===== config.mk =====
export PLATFORM = sky130hd
export DESIGN_NAME = uart_receiver_flat
export DESIGN_NICKNAME = d
export VERILOG_FILES = /design/src/rtl/uart_receiver_if.sv /design/src/rtl/uart_receiver.sv /design/src/flat_wrapper.sv
export SDC_FILE = /design/constraint.sdc
export NUM_CORES = 1
export LEC_CHECK = 0
export CORE_MARGIN = 4
export CORE_UTILIZATION = 37
export CTS_BUF_LIST = sky130_fd_sc_hd__clkbuf_4
export DETAILED_ROUTE_END_ITERATION = 6
export SYNTH_ARGS = -nofsm -noshare
export SYNTH_HDL_FRONTEND = slang
export SYNTH_SLANG_ARGS = --single-unit

===== constraint.sdc =====
create_clock -name CLK -period 4 [get_ports CLK]
set_clock_uncertainty 0.2 [all_clocks]
set_input_delay 1.2 -clock CLK [delete_from_list [all_inputs] [get_ports CLK]]
set_output_delay 1.2 -clock CLK [all_outputs]
set_load 0.005 [all_outputs]

===== src/rtl/uart_receiver_if.sv =====
// RX FIFO write port seen by the UART receiver: write strobe, 12-bit word, full back-pressure.
interface uart_receiver_if;
    logic        fifo_wr;
    logic [11:0] fifo_wdata;
    logic        fifo_full;

    modport master (
        output fifo_wr,
        output fifo_wdata,
        input  fifo_full
    );

    modport slave (
        input  fifo_wr,
        input  fifo_wdata,
        output fifo_full
    );
endinterface


===== src/rtl/uart_receiver.sv =====
// UART receive path: oversamples UARTRXD on the 16x baudClk enable, checks parity, framing and
// break, and writes {oe, be, pe, fe, data[7:0]} into the RX FIFO.
module uart_receiver #(
    parameter int unsigned SYNC_STAGES = 2
) (
    input  logic            CLK,
    input  logic            RSTn,
    input  logic            baudClk,
    input  logic            UARTRXD,
    input  logic            stick_parity_sel,
    input  logic [1:0]      word_len,
    input  logic            even_parity_sel,
    input  logic            parity_en,
    input  logic            rx_en,
    input  logic            UART_en,
    uart_receiver_if.master fifo,
    output logic            rx_busy
);

    localparam int unsigned SyncN = (SYNC_STAGES < 2) ? 2 : SYNC_STAGES;

    typedef enum logic [2:0] {
        StIdle,
        StDisable,
        StStart,
        StData,
        StParity,
        StStop,
        StBrkWait
    } state_e;

    state_e      state_q, state_d;
    logic [3:0]  count16_q, count16_d;
    logic [2:0]  count8_q, count8_d;
    logic [7:0]  data_q, data_d;
    logic        par_acc_q, par_acc_d;
    logic        par_bit_q, par_bit_d;
    logic        pe_q, pe_d;
    logic        busy_q, busy_d;
    logic        ovr_q, ovr_d;
    logic        wr_q, wr_d;
    logic [11:0] wdata_q, wdata_d;
    logic [SyncN-1:0] sync_q;

    logic        rxs;
    logic        mid_bit;
    logic [2:0]  last_idx;
    logic [7:0]  data_mask;
    logic        exp_par;
    logic        brk;
    logic [11:0] word;

    // Line idles high, so the synchroniser resets to 1 to avoid a false start after reset.
    always_ff @(posedge CLK) begin
        if (!RSTn) begin
            sync_q <= '1;
        end else begin
            sync_q <= {sync_q[SyncN-2:0], UARTRXD};
        end
    end

    assign rxs      = sync_q[SyncN-1];
    assign mid_bit  = baudClk && (count16_q == 4'd15);
    assign last_idx = 3'd4 + {1'b0, word_len};
    assign exp_par  = stick_parity_sel ? ~even_parity_sel : (par_acc_q ^ ~even_parity_sel);

    always_comb begin
        unique case (word_len)
            2'b00:   data_mask = 8'h1F;
            2'b01:   data_mask = 8'h3F;
            2'b10:   data_mask = 8'h7F;
            default: data_mask = 8'hFF;
        endcase
    end

    // par_bit_q is forced to 0 when parity is disabled, so it never blocks break detection.
    assign brk  = !rxs && ((data_q & data_mask) == 8'h00) && !par_bit_q;
    assign word = brk ? {ovr_q, 1'b1, 1'b0, 1'b0, 8'h00}
                      : {ovr_q, 1'b0, pe_q, ~rxs, data_q & data_mask};

    always_comb begin
        state_d   = state_q;
        count16_d = count16_q;
        count8_d  = count8_q;
        data_d    = data_q;
        par_acc_d = par_acc_q;
        par_bit_d = par_bit_q;
        pe_d      = pe_q;
        busy_d    = busy_q;
        ovr_d     = ovr_q;
        wr_d      = 1'b0;
        wdata_d   = wdata_q;

        case (state_q)
            StIdle: begin
                if (!rx_en || !UART_en) begin
                    state_d = StDisable;
                end else if (baudClk && !rxs) begin
                    state_d   = StStart;
                    count16_d = 4'd0;
                    busy_d    = 1'b1;
                end
            end

            StDisable: begin
                if (rx_en && UART_en) begin
                    state_d = StIdle;
                end
            end

            StStart: begin
                if (baudClk) begin
                    if (count16_q == 4'd7) begin
                        count16_d = 4'd0;
                        if (rxs) begin
                            state_d = StIdle;
                            busy_d  = 1'b0;
                        end else begin
                            state_d   = StData;
                            count8_d  = 3'd0;
                            par_acc_d = 1'b0;
                            data_d    = 8'h00;
                        end
                    end else begin
                        count16_d = count16_q + 4'd1;
                    end
                end
            end

            StData: begin
                if (baudClk) begin
                    count16_d = count16_q + 4'd1;
                end
                if (mid_bit) begin
                    data_d[count8_q] = rxs;
                    par_acc_d        = par_acc_q ^ rxs;
                    if (count8_q == last_idx) begin
                        state_d   = parity_en ? StParity : StStop;
                        par_bit_d = 1'b0;
                        pe_d      = 1'b0;
                    end else begin
                        count8_d = count8_q + 3'd1;
                    end
                end
            end

            StParity: begin
                if (baudClk) begin
                    count16_d = count16_q + 4'd1;
                end
                if (mid_bit) begin
                    par_bit_d = rxs;
                    pe_d      = rxs ^ exp_par;
                    state_d   = StStop;
                end
            end

            StStop: begin
                if (baudClk) begin
                    count16_d = count16_q + 4'd1;
                end
                if (mid_bit) begin
                    busy_d  = 1'b0;
                    state_d = brk ? StBrkWait : StIdle;
                    // A full FIFO drops the character; the sticky flag rides on the next write.
                    if (fifo.fifo_full) begin
                        ovr_d = 1'b1;
                    end else begin
                        wr_d    = 1'b1;
                        wdata_d = word;
                        ovr_d   = 1'b0;
                    end
                end
            end

            StBrkWait: begin
                if (baudClk && rxs) begin
                    state_d = StIdle;
                end
            end

            default: state_d = StIdle;
        endcase
    end

    always_ff @(posedge CLK) begin
        if (!RSTn) begin
            state_q   <= StIdle;
            count16_q <= 4'd0;
            count8_q  <= 3'd0;
            data_q    <= 8'h00;
            par_acc_q <= 1'b0;
            par_bit_q <= 1'b0;
            pe_q      <= 1'b0;
            busy_q    <= 1'b0;
            ovr_q     <= 1'b0;
            wr_q      <= 1'b0;
            wdata_q   <= 12'h000;
        end else begin
            state_q   <= state_d;
            count16_q <= count16_d;
            count8_q  <= count8_d;
            data_q    <= data_d;
            par_acc_q <= par_acc_d;
            par_bit_q <= par_bit_d;
            pe_q      <= pe_d;
            busy_q    <= busy_d;
            ovr_q     <= ovr_d;
            wr_q      <= wr_d;
            wdata_q   <= wdata_d;
        end
    end

    assign fifo.fifo_wr    = wr_q;
    assign fifo.fifo_wdata = wdata_q;
    assign rx_busy         = busy_q;

endmodule


===== src/flat_wrapper.sv =====
// flat-port wrapper written by rule: the top's interface ports become plain ports
module uart_receiver_flat 
#(
    parameter int unsigned SYNC_STAGES = 2
)
  (CLK, RSTn, baudClk, UARTRXD, stick_parity_sel, word_len, even_parity_sel, parity_en, rx_en, UART_en, rx_busy, fifo_fifo_wr, fifo_fifo_wdata, fifo_fifo_full);
  uart_receiver_if fifo_i ();
  input  logic CLK;
  input  logic RSTn;
  input  logic baudClk;
  input  logic UARTRXD;
  input  logic stick_parity_sel;
  input  logic [1:0] word_len;
  input  logic even_parity_sel;
  input  logic parity_en;
  input  logic rx_en;
  input  logic UART_en;
  output logic rx_busy;
  output wire logic [$bits(fifo_i.fifo_wr)-1:0] fifo_fifo_wr;
  output wire logic [$bits(fifo_i.fifo_wdata)-1:0] fifo_fifo_wdata;
  input wire logic [$bits(fifo_i.fifo_full)-1:0] fifo_fifo_full;
  assign fifo_fifo_wr = fifo_i.fifo_wr;
  assign fifo_fifo_wdata = fifo_i.fifo_wdata;
  assign fifo_i.fifo_full = fifo_fifo_full;
  uart_receiver #(.SYNC_STAGES(SYNC_STAGES)) u_core (.CLK(CLK), .RSTn(RSTn), .baudClk(baudClk), .UARTRXD(UARTRXD), .stick_parity_sel(stick_parity_sel), .word_len(word_len), .even_parity_sel(even_parity_sel), .parity_en(parity_en), .rx_en(rx_en), .UART_en(UART_en), .fifo(fifo_i), .rx_busy(rx_busy));
endmodule

==> flow_metrics.py <==
metrics = {
    "floorplanning": {
        "dieArea_sq_mm": 0.006708,
        "die_h_um": 81.90,
        "die_width_um": 81.90,
        "core_area_sq_mm": 0.005205,
        "fp-row-count": 26,
        "io_pins": 26,
        "start_util": 0.3882,
    },
    "final_layout": {
        "fillerInstances": 507,
        "final_util": 0.4536,
        "regArea_sq_um": 760.7,
        "nets": 262,
        "drive_gt1_frac": 0.08835,
        "multiInputGateArea_sq_mm": 0.001115,
        "num_antenna_cells": 0,
        "area_delta_synth_final_pct": 16.84,
    },
    "drt": {
        "ant_nets": 0,
        "via_per_inst": 5.417,
        "routedWlPerCell_um": 14.63,
        "via_count": 1728,
        "first_iter_violations": 91,
        "finalWirelength_um": 4667,
        "drcViolationCount": 0,
        "dr.pass1.iters": 4,
    },
    "critical_path": {
        "r2r_start": "u_core.state_q[1]",
        "slowest_stage": "clkdlybuf4s50_1",
        "startpoint_type": "input pin",
        "rrSetupSlack_ns": 1.53,
        "reg2reg_depth": 4,
        "arrival_ns": 3.09,
        "worstPathMaxFanout": 7,
        "cp_cell_sequence": "clkdlybuf4s50_1, and4_1, nand4_1, a22o_1, a211oi_2, mux2_1",
        "rr_endpoint": "u_core.fifo.fifo_wdata[8]",
        "cp.required_ns": 4.04,
        "cp-end-kind": "register",
        "max_stage_delay_ns": 0.59,
        "crit_family": "buffers and inverters",
        "worst-path-buf-inv": 1,
        "crit_type": "in2reg",
    },
    "sta": {
        "rsz0062_at_grt": "no",
        "hold_violations": 0,
        "tightest_slew_ns": 0.9282,
        "post-route-period-util": 0.7623,
        "holdWs_ns": 0.2420,
        "drv_slew": 0,
        "period_minus_slack_ns": 3.049,
        "setup_tns_ns": 0,
        "fmaxAchievable_mhz": 327.9,
        "finalSetupViolations": 0,
        "timing.slew.headroom": 0.3812,
    },
    "grt": {
        "first_global_vias": 1561,
        "antenna_found_initial": 0,
        "grt_pass1_wl_um": 7583,
        "grt_remaining_overflow": 0,
        "grt_max_degree": 20,
        "grtUsageTotal": 0.1467,
    },
    "run": {
        "maxCapViolCount": 0,
    },
    "synthesis": {
        "yosys.area_share.xor_xnor": 0.01734,
        "ys_warn_count": 0,
        "synth_top_family_by_area": "simple AND/OR/NAND/NOR gates",
        "synthTopCellsByArea": "dfxtp_1 (38%), a21oi_1 (5.9%), a22o_1 (4.3%)",
        "synth_flop_cell": "dfxtp_1",
        "synthCells": 232,
        "async_reset_ff_frac": 0,
        "ys_ff_latch": 38,
        "synth_cell_types": 57,
        "synthesis.nets": 246,
        "synthMuxAreaShare": 0.01548,
        "synth.most_common_cell": "dfxtp_1",
        "yosys.area.top_type": "dfxtp_1",
        "synth_compound_gate_area_share": 0.2440,
        "synthSimpleGateAreaFrac": 0.2625,
        "syn_area_sq_mm": 0.002021,
        "ys_seq_area_frac": 0.3765,
        "synthAdderAreaFrac": 0.01238,
        "syn_avg_cell_area_sq_um": 8.710,
        "netlist_top_cells_count": "dfxtp_1 (38), a21oi_1 (24), nor2_1 (16)",
        "synth_top_area_frac": 0.3765,
        "synth-edff-count": 0,
    },
    "power_and_ir_drop": {
        "p_sw_frac": 0.2888,
        "power.internal_mw": 0.6732,
        "p_leak_nw": 0.8469,
        "ir_drop_v": 0.0001795,
        "fin_total_pwr_mw": 0.9466,
        "switchingPower_mw": 0.2734,
        "power_frac_clock": 0.353,
        "power_density_mw_per_mm2": 400.9,
        "p_seq_frac": 0.467,
        "pwr-share-comb": 0.179,
    },
    "clock_tree": {
        "path_clk_slew_ns": 0.11,
        "post_cts_resized": 0,
        "insertion_delay_ns": 0.36,
        "hold_buffers": 0,
        "ctsLongestPathBuffers": 2,
        "cts-buffers-inserted": 5,
        "cts.sinks": 38,
        "cts_tree": "built",
        "cts_setup_buffers": 0,
        "htree_levels": 2,
        "cts_root_buffer": "clkbuf_4",
    },
    "worst_hold_path": {
        "hold_end": "u_core.sync_q[1]",
        "hold_depth": 1,
        "min-delay-start": "u_core.sync_q[0]",
        "hp-class": "reg2reg",
    },
    "status": {
        "status": "completed",
    },
    "place": {
        "routabilityCongestion": 0.8318,
        "io_buffers": 25,
        "dp_hpwl_um": 3246,
    },
}
-- routing by layer --
layer | up-vias | global-route usage | wire length (um)
met2 | 42 | 0.2221 | 2123
met1 | 788 | 0.2008 | 2241
li1 | 890 | - | -
met4 | 0 | 0.05814 | 92
met5 | - | 0 | 0
met3 | 8 | 0.03289 | 209
-- cell type report --
type / instances / share of cell area
clock buffer: 5 / 0.01590
clock inverter: 3 / 0.02915
inverter: 7 / 0.01113
multi-input combinational: 169 / 0.4722
sequential: 38 / 0.3222
tap: 70 / 0.03710
timing repair buffer: 27 / 0.1123
-- layout by cell type (no fill, tap or decap), types with 3 or more instances in the layout --
cell type / n
nor2b_1: 5
clkdlybuf4s50_1: 25
dfxtp_1: 38
nand2_1: 15
o21ai_0: 8
a21oi_1: 24
nor2_1: 16
nand3b_1: 5
and2_1: 5
nand3_1: 9
nand4_1: 6
nand2b_1: 3
a22o_1: 10
o21ai_1: 7
clkbuf_4: 5
nor3_1: 4
a32o_1: 3
inv_1: 6
xnor2_1: 3
-- metrics by stage --
step | instance area, sq um | worst slack (ns) | std cells
4_1_cts | 2361 | 0.9630 | 319
5_1_grt | 2361 | 0.8824 | 319
6_report | 2361 | 0.9507 | 319
3_3_place_gp | 2255 | 0.6784 | 311
3_5_place_dp | 2255 | 0.5800 | 311
2_1_floorplan | 2021 | 1.364 | 232
-- how the worst max path moves through the flow --
stage / end / cells past startpoint / startpoint / slack [ns]
6_report: u_core.state_q[0] / 6 / baudClk / 0.95
5_1_grt: u_core.state_q[0] / 6 / baudClk / 0.88
4_1_cts: u_core.state_q[0] / 6 / baudClk / 0.96
3_5_place_dp: u_core.state_q[0] / 6 / baudClk / 0.58
3_3_place_gp: u_core.state_q[0] / 6 / baudClk / 0.68
2_1_floorplan: u_core.state_q[0] / 5 / baudClk / 1.36
-- power groups by stage --
stage          registers [mW]  logic, mW  clock network (mW)
6_report                0.442      0.170               0.334
3_5_place_dp            0.449      0.168                   0
2_1_floorplan           0.404      0.186                   0
5_1_grt                 0.448      0.187               0.361
3_3_place_gp            0.450      0.168                   0
4_1_cts                 0.441      0.170               0.344
-- registers in the layout (all words and copies together) (netlist names), 2 cells and up --
name                    count
u_core.fifo.fifo_wdata     12
u_core.state_q              3
u_core.sync_q               2
u_core.count16_q            4
u_core.count8_q             3
u_core.data_q               8
-- worst register-to-register path: cells and delay by family, from the launching register on --
| kind | cells | cell delay, ns |
|---|---|---|
| AOI/OAI and AO/OA | 2 | 1.01 |
| DFF | 1 | 0.82 |
| and+or+nand+nor | 2 | 0.39 |
-- logic make-up after synthesis --
kind of cell               count (synthesis)
DFF                                       38
adders and majority gates                  2
xor gates and xnor gates                   4
and+or+nand+nor                           88
buffers and inverters                     25
muxes                                      3
AOI/OAI and AO/OA                         72
Power figures use the tool's default switching activity.
